`config.mk`:
```
export PLATFORM = sky130hd
export DESIGN_NAME = instr_fetch
export DESIGN_NICKNAME = d
export VERILOG_FILES = /design/src/rtl/instr_fetch.sv
export SDC_FILE = /design/constraint.sdc
export NUM_CORES = 1
export LEC_CHECK = 0
export ABC_AREA = 1
export CORE_UTILIZATION = 30
export CTS_CLUSTER_DIAMETER = 40
export DETAILED_ROUTE_END_ITERATION = 16
export GPL_ROUTABILITY_DRIVEN = 0
export SYNTH_ARGS = -nofsm -noshare
export SYNTH_HDL_FRONTEND = slang
export SYNTH_SLANG_ARGS = --single-unit
```
`constraint.sdc`:
```
create_clock -name clk -period 5.18 [get_ports clk]
set_input_delay 0.777 -clock clk [delete_from_list [all_inputs] [get_ports clk]]
set_output_delay 0.777 -clock clk [all_outputs]
set_load 0.05 [all_outputs]
```
`src/rtl/instr_fetch.sv`:
```
// -----------------------------------------------------------------------------
// instr_fetch
//
// Fetch stage that feeds the instruction decoder. It walks the PC, issues
// word fetches to instruction memory over req/gnt/rvalid, buffers the returned
// words together with their PCs in a small FIFO, and presents them to decode
// over a valid/ready handshake. A redirect (branch/jump/trap) flushes the
// buffer and marks every in-flight response for discard.
//
// Parameters
//   RESET_PC    PC of the first fetch after reset (word aligned).
//   FIFO_DEPTH  instruction buffer entries (>= 2, power of two).
//
// Ports
//   clk, rst_n                 clock, asynchronous active-low reset
//   imem_req / imem_addr       fetch request and word address (to memory)
//   imem_gnt                   request accepted this cycle
//   imem_rvalid / imem_rdata   in-order response (>= 1 cycle after grant)
//   redirect_valid/redirect_pc single-cycle PC change, low two bits ignored
//   out_valid / out_ready      decode handshake
//   out_instr / out_pc         FIFO head (zero while out_valid is low)
//
// Handshakes: a memory request transfers in a cycle with imem_req & imem_gnt;
// imem_addr only changes after a grant or a redirect, and a redirect withdraws
// any ungranted request. A decode transfer happens in a cycle with
// out_valid & out_ready; out_instr/out_pc hold while out_valid & !out_ready.
// -----------------------------------------------------------------------------
module instr_fetch #(
  parameter logic [31:0] RESET_PC   = 32'h0000_0000,
  parameter int unsigned FIFO_DEPTH = 2
) (
  input  logic        clk,
  input  logic        rst_n,
  output logic        imem_req,
  output logic [31:0] imem_addr,
  input  logic        imem_gnt,
  input  logic        imem_rvalid,
  input  logic [31:0] imem_rdata,
  input  logic        redirect_valid,
  input  logic [31:0] redirect_pc,
  output logic        out_valid,
  input  logic        out_ready,
  output logic [31:0] out_instr,
  output logic [31:0] out_pc
);

  // Counter width holds 0..FIFO_DEPTH; pointer width indexes the FIFO.
  localparam int unsigned CW = $clog2(FIFO_DEPTH + 1);
  localparam int unsigned PW = $clog2(FIFO_DEPTH);

  localparam logic [CW-1:0] C_ONE      = CW'(1);
  localparam logic [CW-1:0] C_ZERO     = '0;
  localparam logic [PW-1:0] P_ONE      = PW'(1);
  localparam logic [CW:0]   CREDIT_MAX = (CW + 1)'(FIFO_DEPTH);

  // ---------------------------------------------------------------------------
  // State
  // ---------------------------------------------------------------------------
  logic [31:0]   fetch_pc_q, fetch_pc_d;
  logic [31:0]   resp_pc_q, resp_pc_d;
  logic [CW-1:0] outstanding_q, outstanding_d;
  logic [CW-1:0] discard_q, discard_d;
  logic [CW-1:0] count_q, count_d;
  logic [PW-1:0] wr_ptr_q, wr_ptr_d;
  logic [PW-1:0] rd_ptr_q, rd_ptr_d;

  logic [31:0]   fifo_instr_q [FIFO_DEPTH];
  logic [31:0]   fifo_pc_q    [FIFO_DEPTH];

  // ---------------------------------------------------------------------------
  // Control
  // ---------------------------------------------------------------------------
  logic [CW:0] credit_used;
  logic        grant;
  logic        push;
  logic        pop;
  logic [31:0] redirect_target;

  // The low two bits of redirect_pc are deliberately dropped.
  logic unused_redirect_low;
  assign unused_redirect_low = ^redirect_pc[1:0];
  assign redirect_target     = {redirect_pc[31:2], 2'b00};

  // Every slot is either sitting in the FIFO or still owed by memory
  // (including responses that will be discarded), so limiting the sum to
  // FIFO_DEPTH guarantees a response always has somewhere to land.
  assign credit_used = {1'b0, outstanding_q} + {1'b0, count_q};

  // rst_n gates the request so nothing is presented to memory while reset is
  // held; the first request appears in the first cycle after release.
  assign imem_req  = rst_n & ~redirect_valid & (credit_used < CREDIT_MAX);
  assign imem_addr = fetch_pc_q;
  assign grant     = imem_req & imem_gnt;

  // A redirect cycle drops any response arriving with it and ignores a pop.
  assign push = imem_rvalid & ~redirect_valid & (discard_q == C_ZERO);
  assign pop  = out_valid & out_ready & ~redirect_valid;

  assign out_valid = (count_q != C_ZERO);
  assign out_instr = out_valid ? fifo_instr_q[rd_ptr_q] : 32'h0;
  assign out_pc    = out_valid ? fifo_pc_q[rd_ptr_q]    : 32'h0;

  // ---------------------------------------------------------------------------
  // Next-state logic
  // ---------------------------------------------------------------------------
  always_comb begin
    fetch_pc_d    = fetch_pc_q;
    resp_pc_d     = resp_pc_q;
    outstanding_d = outstanding_q + (grant ? C_ONE : C_ZERO)
                                  - (imem_rvalid ? C_ONE : C_ZERO);
    discard_d     = discard_q;
    count_d       = count_q;
    wr_ptr_d      = wr_ptr_q;
    rd_ptr_d      = rd_ptr_q;

    if (redirect_valid) begin
      fetch_pc_d = redirect_target;
      resp_pc_d  = redirect_target;
      // Everything still owed by memory after this cycle belongs to the old
      // stream. Earlier pending discards are already part of outstanding, so
      // back-to-back redirects accumulate without extra bookkeeping.
      discard_d  = outstanding_d;
      count_d    = C_ZERO;
      wr_ptr_d   = '0;
      rd_ptr_d   = '0;
    end else begin
      if (grant) begin
        fetch_pc_d = fetch_pc_q + 32'd4;
      end
      if (imem_rvalid && (discard_q != C_ZERO)) begin
        discard_d = discard_q - C_ONE;
      end
      if (push) begin
        resp_pc_d = resp_pc_q + 32'd4;
        wr_ptr_d  = wr_ptr_q + P_ONE;
      end
      if (pop) begin
        rd_ptr_d = rd_ptr_q + P_ONE;
      end
      count_d = count_q + (push ? C_ONE : C_ZERO) - (pop ? C_ONE : C_ZERO);
    end
  end

  // ---------------------------------------------------------------------------
  // Registers
  // ---------------------------------------------------------------------------
  always_ff @(posedge clk or negedge rst_n) begin
    if (!rst_n) begin
      fetch_pc_q    <= RESET_PC;
      resp_pc_q     <= RESET_PC;
      outstanding_q <= C_ZERO;
      discard_q     <= C_ZERO;
      count_q       <= C_ZERO;
      wr_ptr_q      <= '0;
      rd_ptr_q      <= '0;
    end else begin
      fetch_pc_q    <= fetch_pc_d;
      resp_pc_q     <= resp_pc_d;
      outstanding_q <= outstanding_d;
      discard_q     <= discard_d;
      count_q       <= count_d;
      wr_ptr_q      <= wr_ptr_d;
      rd_ptr_q      <= rd_ptr_d;
    end
  end

  // Buffer storage needs no reset: out_instr/out_pc are masked while empty.
  always_ff @(posedge clk) begin
    if (push) begin
      fifo_instr_q[wr_ptr_q] <= imem_rdata;
      fifo_pc_q[wr_ptr_q]    <= resp_pc_q;
    end
  end

  // ---------------------------------------------------------------------------
  // Protocol checks
  // ---------------------------------------------------------------------------
  rvalid_needs_outstanding: assert property (
    @(posedge clk) disable iff (!rst_n)
    imem_rvalid |-> (outstanding_q != C_ZERO))
    else $error("imem_rvalid received with no request outstanding");

  push_has_room: assert property (
    @(posedge clk) disable iff (!rst_n)
    push |-> ((count_q != CW'(FIFO_DEPTH)) || pop))
    else $error("instruction buffer overflow");

  fetch_addr_aligned: assert property (
    @(posedge clk) disable iff (!rst_n)
    imem_req |-> (imem_addr[1:0] == 2'b00))
    else $error("fetch address not word aligned");

endmodule

```
==> results of run 1 <==
## cell usage after synthesis (8+ instances only)
master / n / area, sq um
nor2_1: 88 / 330.3
clkbuf_1: 22 / 82.58
nand2_1: 361 / 1355
a21oi_1: 86 / 430.4
buf_2: 11 / 55.05
o21ai_0: 20 / 100.1
o211ai_1: 9 / 67.56
nor2_4: 9 / 101.4
inv_1: 82 / 307.8
nand3_1: 65 / 325.3
inv_2: 9 / 33.78
xnor2_1: 10 / 87.58
nand2_2: 10 / 62.56
xor2_1: 8 / 70.07
edfxtp_1: 124 / 3724
dfrtp_1: 68 / 1702
## per-stage QoR
step           worst slack [ns]  cells  utilization
3_5_place_dp              1.583   1580       0.3716
4_1_cts                   1.472   1612       0.3916
3_3_place_gp              1.575   1580       0.3716
2_1_floorplan            0.8306   1051            -
6_report                  1.562   1612       0.3916
5_1_grt                   1.366   1612       0.3916
## where the power goes
part	total, W	internal [W]	leakage [nW]	switching (W)
clock	0.00132	0.000656	0.295	0.000664
combinational	0.00136	0.000435	2.59	0.000929
sequential	0.00201	0.00182	1.93	0.000193
total	0.00469	0.00291	4.81	0.00179
## final timing paths
path / endpoint / slack [ns] / cells after the start
max in group asynchronous: resp_pc_q[7] / 3.79 / 3
worst max register to register: fifo_instr_q[0][12] / 2.35 / 7
worst min register to register: outstanding_q[0] / 0.54 / 1
worst min-delay path: imem_addr[7] / 0.53 / 2
worst max-delay path: out_pc[6] / 1.56 / 4
min in group clk: outstanding_q[0] / 0.54 / 1
## cell type report
type / instances / area [sq um]
Fill cell: 3062 / 18660
Sequential cell: 192 / 5426
Multi-Input combinational cell: 730 / 3452
Timing Repair Buffer: 171 / 1682
Tap cell: 396 / 495.5
Clock buffer: 17 / 425.4
Inverter: 91 / 341.6
Clock inverter: 15 / 186.4
## cells by family (layout without fill, tap and decap cells)
family,count (synthesis),count (layout),synth area share
compound gates,137,137,0.08082
xor+xnor,18,18,0.01683
fa+ha+maj,8,8,0.01149
buf+inv,129,294,0.05584
flops,192,192,0.5792
other cells,1,4,0.0004004
simple gates,563,563,0.2554
## flip-flops by register name (all words and copies together) (netlist names)
name,flops
count_q,2
rd_ptr_q,1
fifo_instr_q,64
discard_q,2
imem_addr,30
fifo_pc_q,60
outstanding_q,2
resp_pc_q,30
wr_ptr_q,1
## layer usage
metal  vias to the layer above  wire, um  part of all wire  global-route usage
met5                         -         0                 0                   0
met4                         0       327             0.013             0.03743
met3                        23      1685             0.068             0.03138
met2                       251     11090              0.45              0.2453
met1                      3513     11750              0.47              0.2264
li1                       3747         -                 -                   -
## worst max-delay path, delay by kind of cell (launching register included)
| family | cells | cell delay [ns] |
|---|---|---|
| DFF | 1 | 0.45 |
| AOI/OAI and AO/OA | 1 | 0.13 |
| buffers and inverters | 2 | 1.25 |
| and+or+nand+nor | 1 | 0.56 |
==> summary.md, run 1 <==
| Metric | Value |
|---|---|
| Minimum clock period | 3.618 ns |
| Cell count after synthesis | 1,048 |
| RSZ-0062 raised after global routing | no |
| Vias | 7,534 |
| Global-route usage over all layers | 0.1584 |
| Post-cts gate resize count | 0 |
| Clock-pin slew on the worst setup and hold paths | 0.08 ns |
| # port buffers | 161 |
| Post-route cell area | 12,010 sq um |
| EDFF count, synth | 124 |
| DP Area | 11,400 sq um |
| Outcome | complete, no violations |
| Period utilization | 0.6986 |
| Total I/O pin count | 168 |
| Seq cells post-synth | 192 |
| First-pass GRT wire length | 38,470 um |
| Total power | 0.004695 W |
| Final-stage net count | 1,281 |
| Die ar. | 31,930 sq um |
| Hold_buf cts | 0 |
| DP Wirelength | 17,270 um |
| Max-cap violations | 0 |
| Crit-path max FO | 37 |
| CTS Buf Count | 17 |
| Post-CTS Setup Inserts | 0 |
| Tightest Pin Transition | 0.8573 ns |
| Final Max Slew Viols | 0 |
| Clock skew after layout | 0.01212 ns |
| Rel. slew slack | 0.4285 |
| Kind of critical path | reg -> out |
| Share of cells above drive strength 1 | 0.07237 |
| Antenna violations before repair | 0 |
| Req. time, crit path | 4.40 ns |
| Seq/Total Area, Yosys | 0.5792 |
| Synthesized area | 9366 sq um |
| Number of distinct library cells after synthesis | 40 |
| Worst skew pair latency | 0.44 ns |
| Std-Cell Rows | 64 |
| Ys async rst share | 0.3542 |
| Setup crit end kind | output pin |
| DIE HEIGHT | 178.7 um |
| DR pass1 iterations | 5 |
| Commonest non-fill, non-tap cell in the layout | nand2_1 |
| Worst r2r src | discard_q[0] |
| CP max stage cell | clkdlybuf4s50_1 |
| Most frequent cells in the layout | nand2_1 (361), clkdlybuf4s50_1 (160), edfxtp_1 (124), a21oi_1 (86), nor2_1 (85) |
| Startpoint types | flip-flop |
| Maximum clock path buffer count | 2 |
| Leakage power | 4.813 nW |
| CP arrival | 2.84 ns |
| Fmax achieved | 276.4 MHz |
| Final wirelength | 24,850 um |
| CTS root buf | clkbuf_16 |
| Initial DRC count | 576 |
| Crit-path cells | nor2_4, buf_4, a21oi_1, clkdlybuf4s50_1 |
| Pin count of the biggest net entering global routing | 63 |
| Final Hold Fails | 0 |
| Class of the worst hold path | in -> async |
| WHS | 0.5264 ns |
| CP Launch Point | count_q[1] |
| Setup TNS | 0 ns |
| Sink Count | 192 |
| Core area | 30,670 sq um |
| Vias in the first global route | 6,953 |
| Final Setup Violations | 0 |
| Die Wd | 178.7 um |
| Worst path max stage delay | 0.73 ns |
| Drt drc | 0 |
| Warning count from the yosys run | 0 |
| Synth Area per Inst | 8.937 sq um |
| Starting density of the core | 0.3054 |
| Antenna Cells | 0 |
| CTS tree | yes |
| Post-DR wirelength/cell | 15.42 um |
| H-tree depth | 4 |
| Post-DR vias/cell | 4.674 |
| PD cells | 390.9 nW/um^2 |
| Top_reg_cell synth | edfxtp_1 |
| Area Growth Syn to Fin | 28.21% |
| IR drop worst, VDD | 240.8 uV |
| Routed Antenna Nets | 0 |
| Total gr overflow | 0 |
No activity file was read; power rests on OpenSTA's default activity.
==> run 2: changes to the inputs <==
Clock period 5.18 ns to 3.7 ns, I/O delays scaled along.
==> run 2 against run 1 <==
Against the previous run: die area unchanged; final area increased by 0.56%; flip-flop and latch count stayed put; cell count about the same; via count fell by 0.61%; power up 40%; non-clock buffer count up 1; setup slack got worse by 1.1 ns; first-iteration DRC count is 5.6% lower; largest cell class unchanged.
==> summary.md, run 2 (synthesized netlist as in run 1, its figures left out) <==
| Metric | Value |
|---|---|
| Core area | 30,670 sq um (unchanged) |
| Clock skew after layout | 0.01243 ns (was 0.01212 ns) |
| Final Setup Violations | 0 (unchanged) |
| Total gr overflow | 0 (unchanged) |
| PD cells | 546.1 nW/um^2 (was 390.9 nW/um^2) |
| DP Wirelength | 17,400 um (was 17,270 um) |
| Share of cells above drive strength 1 | 0.07395 (was 0.07237) |
| Die ar. | 31,930 sq um (unchanged) |
| Outcome | complete, no violations (unchanged) |
| Hold_buf cts | 0 (unchanged) |
| Req. time, crit path | 3.14 ns (was 4.40 ns) |
| Sink Count | 192 (unchanged) |
| Post-DR wirelength/cell | 15.36 um (was 15.42 um) |
| Leakage power | 4.841 nW (was 4.813 nW) |
| Worst reg2reg setup slack | 1.19 ns (was 2.35 ns) |
| Setup crit end kind | output pin (unchanged) |
| Post-CTS Setup Inserts | 0 (unchanged) |
| H-tree depth | 4 (unchanged) |
| Drt drc | 0 (unchanged) |
| Rel. slew slack | 0.4610 (was 0.4285) |
| Antenna Cells | 0 (unchanged) |
| Regs by FF count | fifo_instr_q x64, fifo_pc_q x60 (unchanged) |
| Fin util | 0.3938 (was 0.3916) |
| Max reg flops | 64 (unchanged) |
| DIE HEIGHT | 178.7 um (unchanged) |
| Vias | 7,488 (was 7,534) |
| CP max stage cell | clkdlybuf4s50_1 (unchanged) |
| Clock-pin slew on the worst setup and hold paths | 0.08 ns (about the same) |
| Final wirelength | 24,780 um (was 24,850 um) |
| Post-DR vias/cell | 4.642 (was 4.674) |
| Final-stage net count | 1,282 (was 1,281) |
| # fillers | 3,000 (was 3,062) |
| CP arrival | 2.71 ns (was 2.84 ns) |
| Vias in the first global route | 7,124 (was 6,953) |
| RSZ-0062 raised after global routing | no (unchanged) |
| Startpoint types | flip-flop (unchanged) |
| Global-route usage over all layers | 0.1594 (was 0.1584) |
| Maximum clock path buffer count | 2 (unchanged) |
| Die Wd | 178.7 um (unchanged) |
| Worst path max stage delay | 0.83 ns (was 0.73 ns) |
| Tightest Pin Transition | 0.8075 ns (was 0.8573 ns) |
| Max-cap violations | 0 (unchanged) |
| DR pass1 iterations | 5 (unchanged) |
| CTS tree | yes (unchanged) |
| Crit-path cells | inv_2, buf_12, nand2_1, a21oi_1, clkdlybuf4s50_1 (was nor2_4, buf_4, a21oi_1, clkdlybuf4s50_1) |
| Total I/O pin count | 168 (unchanged) |
| CP top delay family | buffers and inverters (unchanged) |
| Routed Antenna Nets | 0 (unchanged) |
| Starting density of the core | 0.3054 (unchanged) |
| # port buffers | 161 (unchanged) |
| Commonest non-fill, non-tap cell in the layout | nand2_1 (unchanged) |
| Biggest register | fifo_instr_q (unchanged) |
| Pin count of the biggest net entering global routing | 63 (unchanged) |
| Final Max Slew Viols | 0 (unchanged) |
| First-pass GRT wire length | 38,580 um (was 38,470 um) |
| CTS Buf Count | 17 (unchanged) |
| Post-cts gate resize count | 0 (unchanged) |
| Minimum clock period | 3.269 ns |
| Kind of critical path | reg -> out (unchanged) |
| Initial DRC count | 544 (was 576) |
| Area Growth Syn to Fin | 28.93% (was 28.21%) |
| Class of the worst hold path | in -> async (unchanged) |
| Fmax achieved | 305.9 MHz |
| Total power | 0.006594 W (was 0.004695 W) |
| Worst skew pair latency | 0.44 ns (about the same) |
| Period utilization | 0.8836 |
| Setup TNS | 0 ns (unchanged) |
| Antenna violations before repair | 0 (unchanged) |
| CP Buf/Inv Count | 3 (was 2) |
| Most frequent cells in the layout | nand2_1 (361), clkdlybuf4s50_1 (159), edfxtp_1 (124), a21oi_1 (86), nor2_1 (85) (was nand2_1 (361), clkdlybuf4s50_1 (160), edfxtp_1 (124), a21oi_1 (86), nor2_1 (85)) |
| Std-Cell Rows | 64 (unchanged) |
| Crit-path max FO | 43 (was 37) |
| Final Hold Fails | 0 (unchanged) |
| CTS root buf | clkbuf_16 (unchanged) |
| IR drop worst, VDD | 322.7 uV (was 240.8 uV) |
run 2: cell types whose count changed in the layout (fill, tap and decap cells not counted):
| cell | delta |
|---|---|
| buf_12 | +5 |
| buf_4 | -3 |
| clkdlybuf4s50_1 | -1 |
| clkinv_4 | -1 |
| inv_6 | +1 |
run 2: final timing paths:
kind,startpoint,end,cells after the start
worst min-delay path,rst_n,imem_addr[10],2
max in group asynchronous,rst_n,resp_pc_q[5],3
worst min register to register,outstanding_q[0],outstanding_q[0],1
worst max register to register,count_q[0],discard_q[1],14
min in group clk,outstanding_q[0],outstanding_q[0],1
worst max-delay path,rd_ptr_q,out_instr[12],5
run 2: where the power goes:
part	leakage, nW	internal, W	switching, W	total [W]
Sequential	1.93	0.00254	0.000270	0.00282
Combinational	2.61	0.000633	0.00130	0.00193
Clock	0.295	0.000919	0.000929	0.00185
Total	4.84	0.00410	0.00250	0.00659
run 2: metal layers:
metal,up-vias,GRT usage,share of wire
met5,-,0,0
met4,0,0.04379,0.016
met3,25,0.03880,0.068
met2,252,0.2476,0.45
met1,3474,0.2205,0.47
li1,3737,-,-
run 2: cell type report:
class / count / area (sq um) / area share
sequential: 192 / 5426 / 0.4493
timing repair buffer: 172 / 1749 / 0.1448
clock inverter: 15 / 186.4 / 0.01544
multi-input combinational: 730 / 3452 / 0.2858
tap: 396 / 495.5 / 0.04103
inverter: 91 / 341.6 / 0.02828
clock buffer: 17 / 425.4 / 0.03523
run 2: per-stage QoR:
step	cell area [sq um]	cells	setup slack [ns]	hold WS [ns]
CTS	12080	1613	0.3974	0.2958
global route	12080	1613	0.2803	0.2924
global placement	11460	1581	0.7264	0.5179
finish	12080	1613	0.4307	0.2594
detailed placement	11460	1581	0.7378	0.5326
floorplan	9383	1051	0.5750	0.2594
run 2: worst register-to-register path, delay by kind of cell (launching register included):
family          cells  cell delay (ns)
compound gates      1             0.12
xor+xnor            2             0.36
fa+ha+maj           3             0.89
buf+inv             3             0.18
flops               1             0.42
simple gates        5             0.47
==> run 3: changes to the inputs <==
Clock period 3.7 ns to 4 ns, I/O delays scaled along.
==> run 3 against run 2 <==
Against the previous run: global-route usage rose by 0.21 points; non-clock buffer count is the same; cell count is the same; utilization grew 0.061 points; critical path type unchanged; final area grew 0.16%; clock-buffer cell count unchanged; die area unchanged; largest cell class unchanged; register-to-register slack better by 0.29 ns; clock skew rose by 0.0012 ns; sequential share of layout area shrank 0.070 points; via count increased by 0.76%.
==> summary.md, run 3 (synthesized netlist as in run 1, its figures left out) <==
| Metric | Value |
|---|---|
| DP Wirelength | 17,360 um (was 17,400 um) |
| Period utilization | 0.8111 |
| Initial DRC count | 501 (was 544) |
| Worst skew pair latency | 0.44 ns (about the same) |
| IR drop worst, VDD | 326.0 uV (was 322.7 uV) |
| # fillers | 3,013 (was 3,000) |
| Met2 Track Usage GR | 0.2500 (was 0.2476) |
| Hold_buf cts | 0 (unchanged) |
| Final-stage net count | 1,282 (unchanged) |
| WHS | 0.2997 ns (was 0.2594 ns) |
| Area Growth Syn to Fin | 29.13% (was 28.93%) |
| Post-cts gate resize count | 0 (unchanged) |
| Global-route usage over all layers | 0.1615 (was 0.1594) |
| Leakage power | 4.851 nW (was 4.841 nW) |
| Worst path max stage delay | 0.83 ns (about the same) |
| Core area | 30,670 sq um (unchanged) |
| Setup TNS | 0 ns (unchanged) |
| CP Launch Point | rd_ptr_q (unchanged) |
| Die ar. | 31,930 sq um (unchanged) |
| Vias | 7,545 (was 7,488) |
| Grt met1 use | 0.2296 (was 0.2205) |
| Total I/O pin count | 168 (unchanged) |
| CTS root buf | clkbuf_16 (unchanged) |
| Crit-path cells | inv_2, buf_12, nand2_1, a21oi_1, clkdlybuf4s50_1 (unchanged) |
| Antenna Cells | 0 (unchanged) |
| RSZ-0062 raised after global routing | no (unchanged) |
| Tightest Pin Transition | 0.7804 ns (was 0.8075 ns) |
| Most frequent cells in the layout | nand2_1 (361), clkdlybuf4s50_1 (159), edfxtp_1 (124), a21oi_1 (86), nor2_1 (85) (unchanged) |
| DIE HEIGHT | 178.7 um (unchanged) |
| Startpoint types | flip-flop (unchanged) |
| Clock skew after layout | 0.01359 ns (was 0.01243 ns) |
| Total gr overflow | 0 (unchanged) |
| Met3 Use GR | 0.03880 (unchanged) |
| Maximum clock path buffer count | 2 (unchanged) |
| First-pass GRT wire length | 39,210 um (was 38,580 um) |
| Minimum clock period | 3.245 ns |
| H-tree depth | 4 (unchanged) |
| DR pass1 iterations | 5 (unchanged) |
| Biggest register | fifo_instr_q (unchanged) |
| Max reg flops | 64 (unchanged) |
| Worst r2r src | count_q[0] (unchanged) |
| Final wirelength | 25,050 um (was 24,780 um) |
| GRT busiest layer | met2 (unchanged) |
| Routed Antenna Nets | 0 (unchanged) |
| Regs by FF count | fifo_instr_q x64, fifo_pc_q x60 (unchanged) |
| CP Buf/Inv Count | 3 (unchanged) |
| Pin count of the biggest net entering global routing | 63 (unchanged) |
| Die Wd | 178.7 um (unchanged) |
| Class of the worst hold path | in -> async (unchanged) |
| Vias in the first global route | 7,109 (was 7,124) |
| Req. time, crit path | 3.40 ns (was 3.14 ns) |
| Antenna violations before repair | 0 (unchanged) |
| Clock-pin slew on the worst setup and hold paths | 0.08 ns (about the same) |
| Commonest non-fill, non-tap cell in the layout | nand2_1 (unchanged) |
| CTS Buf Count | 17 (unchanged) |
| Starting density of the core | 0.3054 (unchanged) |
| CP max stage cell | clkdlybuf4s50_1 (unchanged) |
| # port buffers | 161 (unchanged) |
| Final Hold Fails | 0 (unchanged) |
| Rel. slew slack | 0.4792 (was 0.4610) |
| Outcome | complete, no violations (unchanged) |
| Sink Count | 192 (unchanged) |
| Setup crit end kind | output pin (unchanged) |
| Std-Cell Rows | 64 (unchanged) |
| Post-CTS Setup Inserts | 0 (unchanged) |
| Post-DR wirelength/cell | 15.53 um (was 15.36 um) |
| Share of cells above drive strength 1 | 0.07477 (was 0.07395) |
| Final Setup Violations | 0 (unchanged) |
| CTS tree | yes (unchanged) |
| Drt drc | 0 (unchanged) |
| Max-cap violations | 0 (unchanged) |
| Final Max Slew Viols | 0 (unchanged) |
| CP top delay family | buffers and inverters (unchanged) |
| Fmax achieved | 308.2 MHz |
| Crit-path max FO | 38 (was 43) |
| CP arrival | 2.64 ns (was 2.71 ns) |
| PD cells | 513.4 nW/um^2 (was 546.1 nW/um^2) |
| Post-DR vias/cell | 4.678 (was 4.642) |
| Kind of critical path | reg -> out (unchanged) |
## run 3: cell types whose count changed in the layout (fill, tap and decap cells not counted)
cell       delta
inv_6         -2
inv_8         +2
buf_4         +1
clkinv_8      -3
bufinv_16     +1
inv_12        +3
buf_12        -1
clkinv_1      -1
## run 3: cell type report
class | instances | area (sq um) | share of cell area
Clock inverter | 15 | 217.7 | 0.01800
Multi-Input combinational cell | 730 | 3452 | 0.2854
Tap cell | 396 | 495.5 | 0.04096
Inverter | 91 | 341.6 | 0.02824
Sequential cell | 192 | 5426 | 0.4486
Timing Repair Buffer | 172 | 1737 | 0.1436
Clock buffer | 17 | 425.4 | 0.03517
## run 3: worst paths after layout
path | endpoint | slack [ns] | depth (start not counted)
max in group asynchronous | resp_pc_q[24] | 2.78 | 3
worst min-delay path | imem_addr[30] | 0.30 | 2
worst max-delay path | out_pc[23] | 0.76 | 5
min in group clk | fifo_pc_q[0][31] | 0.55 | 0
worst min register to register | fifo_pc_q[0][31] | 0.55 | 0
worst max register to register | discard_q[1] | 1.48 | 14
## run 3: stage by stage
stage | power, W | area [sq um] | util | worst slack [ns] | std cells
floorplan | 0.003766 | 9383 | - | 0.8638 | 1051
global placement | 0.004410 | 11450 | 0.3734 | 1.144 | 1581
detailed placement | 0.004437 | 11450 | 0.3734 | 1.069 | 1581
CTS | 0.006271 | 12100 | 0.3944 | 0.6695 | 1613
global route | 0.006527 | 12100 | 0.3944 | 0.5567 | 1613
finish | 0.006210 | 12100 | 0.3944 | 0.7554 | 1613
## run 3: routing by layer
metal  vias up  routed length, um  part of all wire
li1       3756                  -                 -
met1      3542              12090              0.48
met2       235              11220              0.45
met3        12               1561             0.062
met4         0                175            0.0070
met5         -                  0                 0
## run 3: report_power, final
| group | switching, W | internal (W) |
|---|---|---|
| sequential | 0.000246 | 0.00235 |
| clock | 0.000891 | 0.000930 |
| combinational | 0.00121 | 0.000579 |
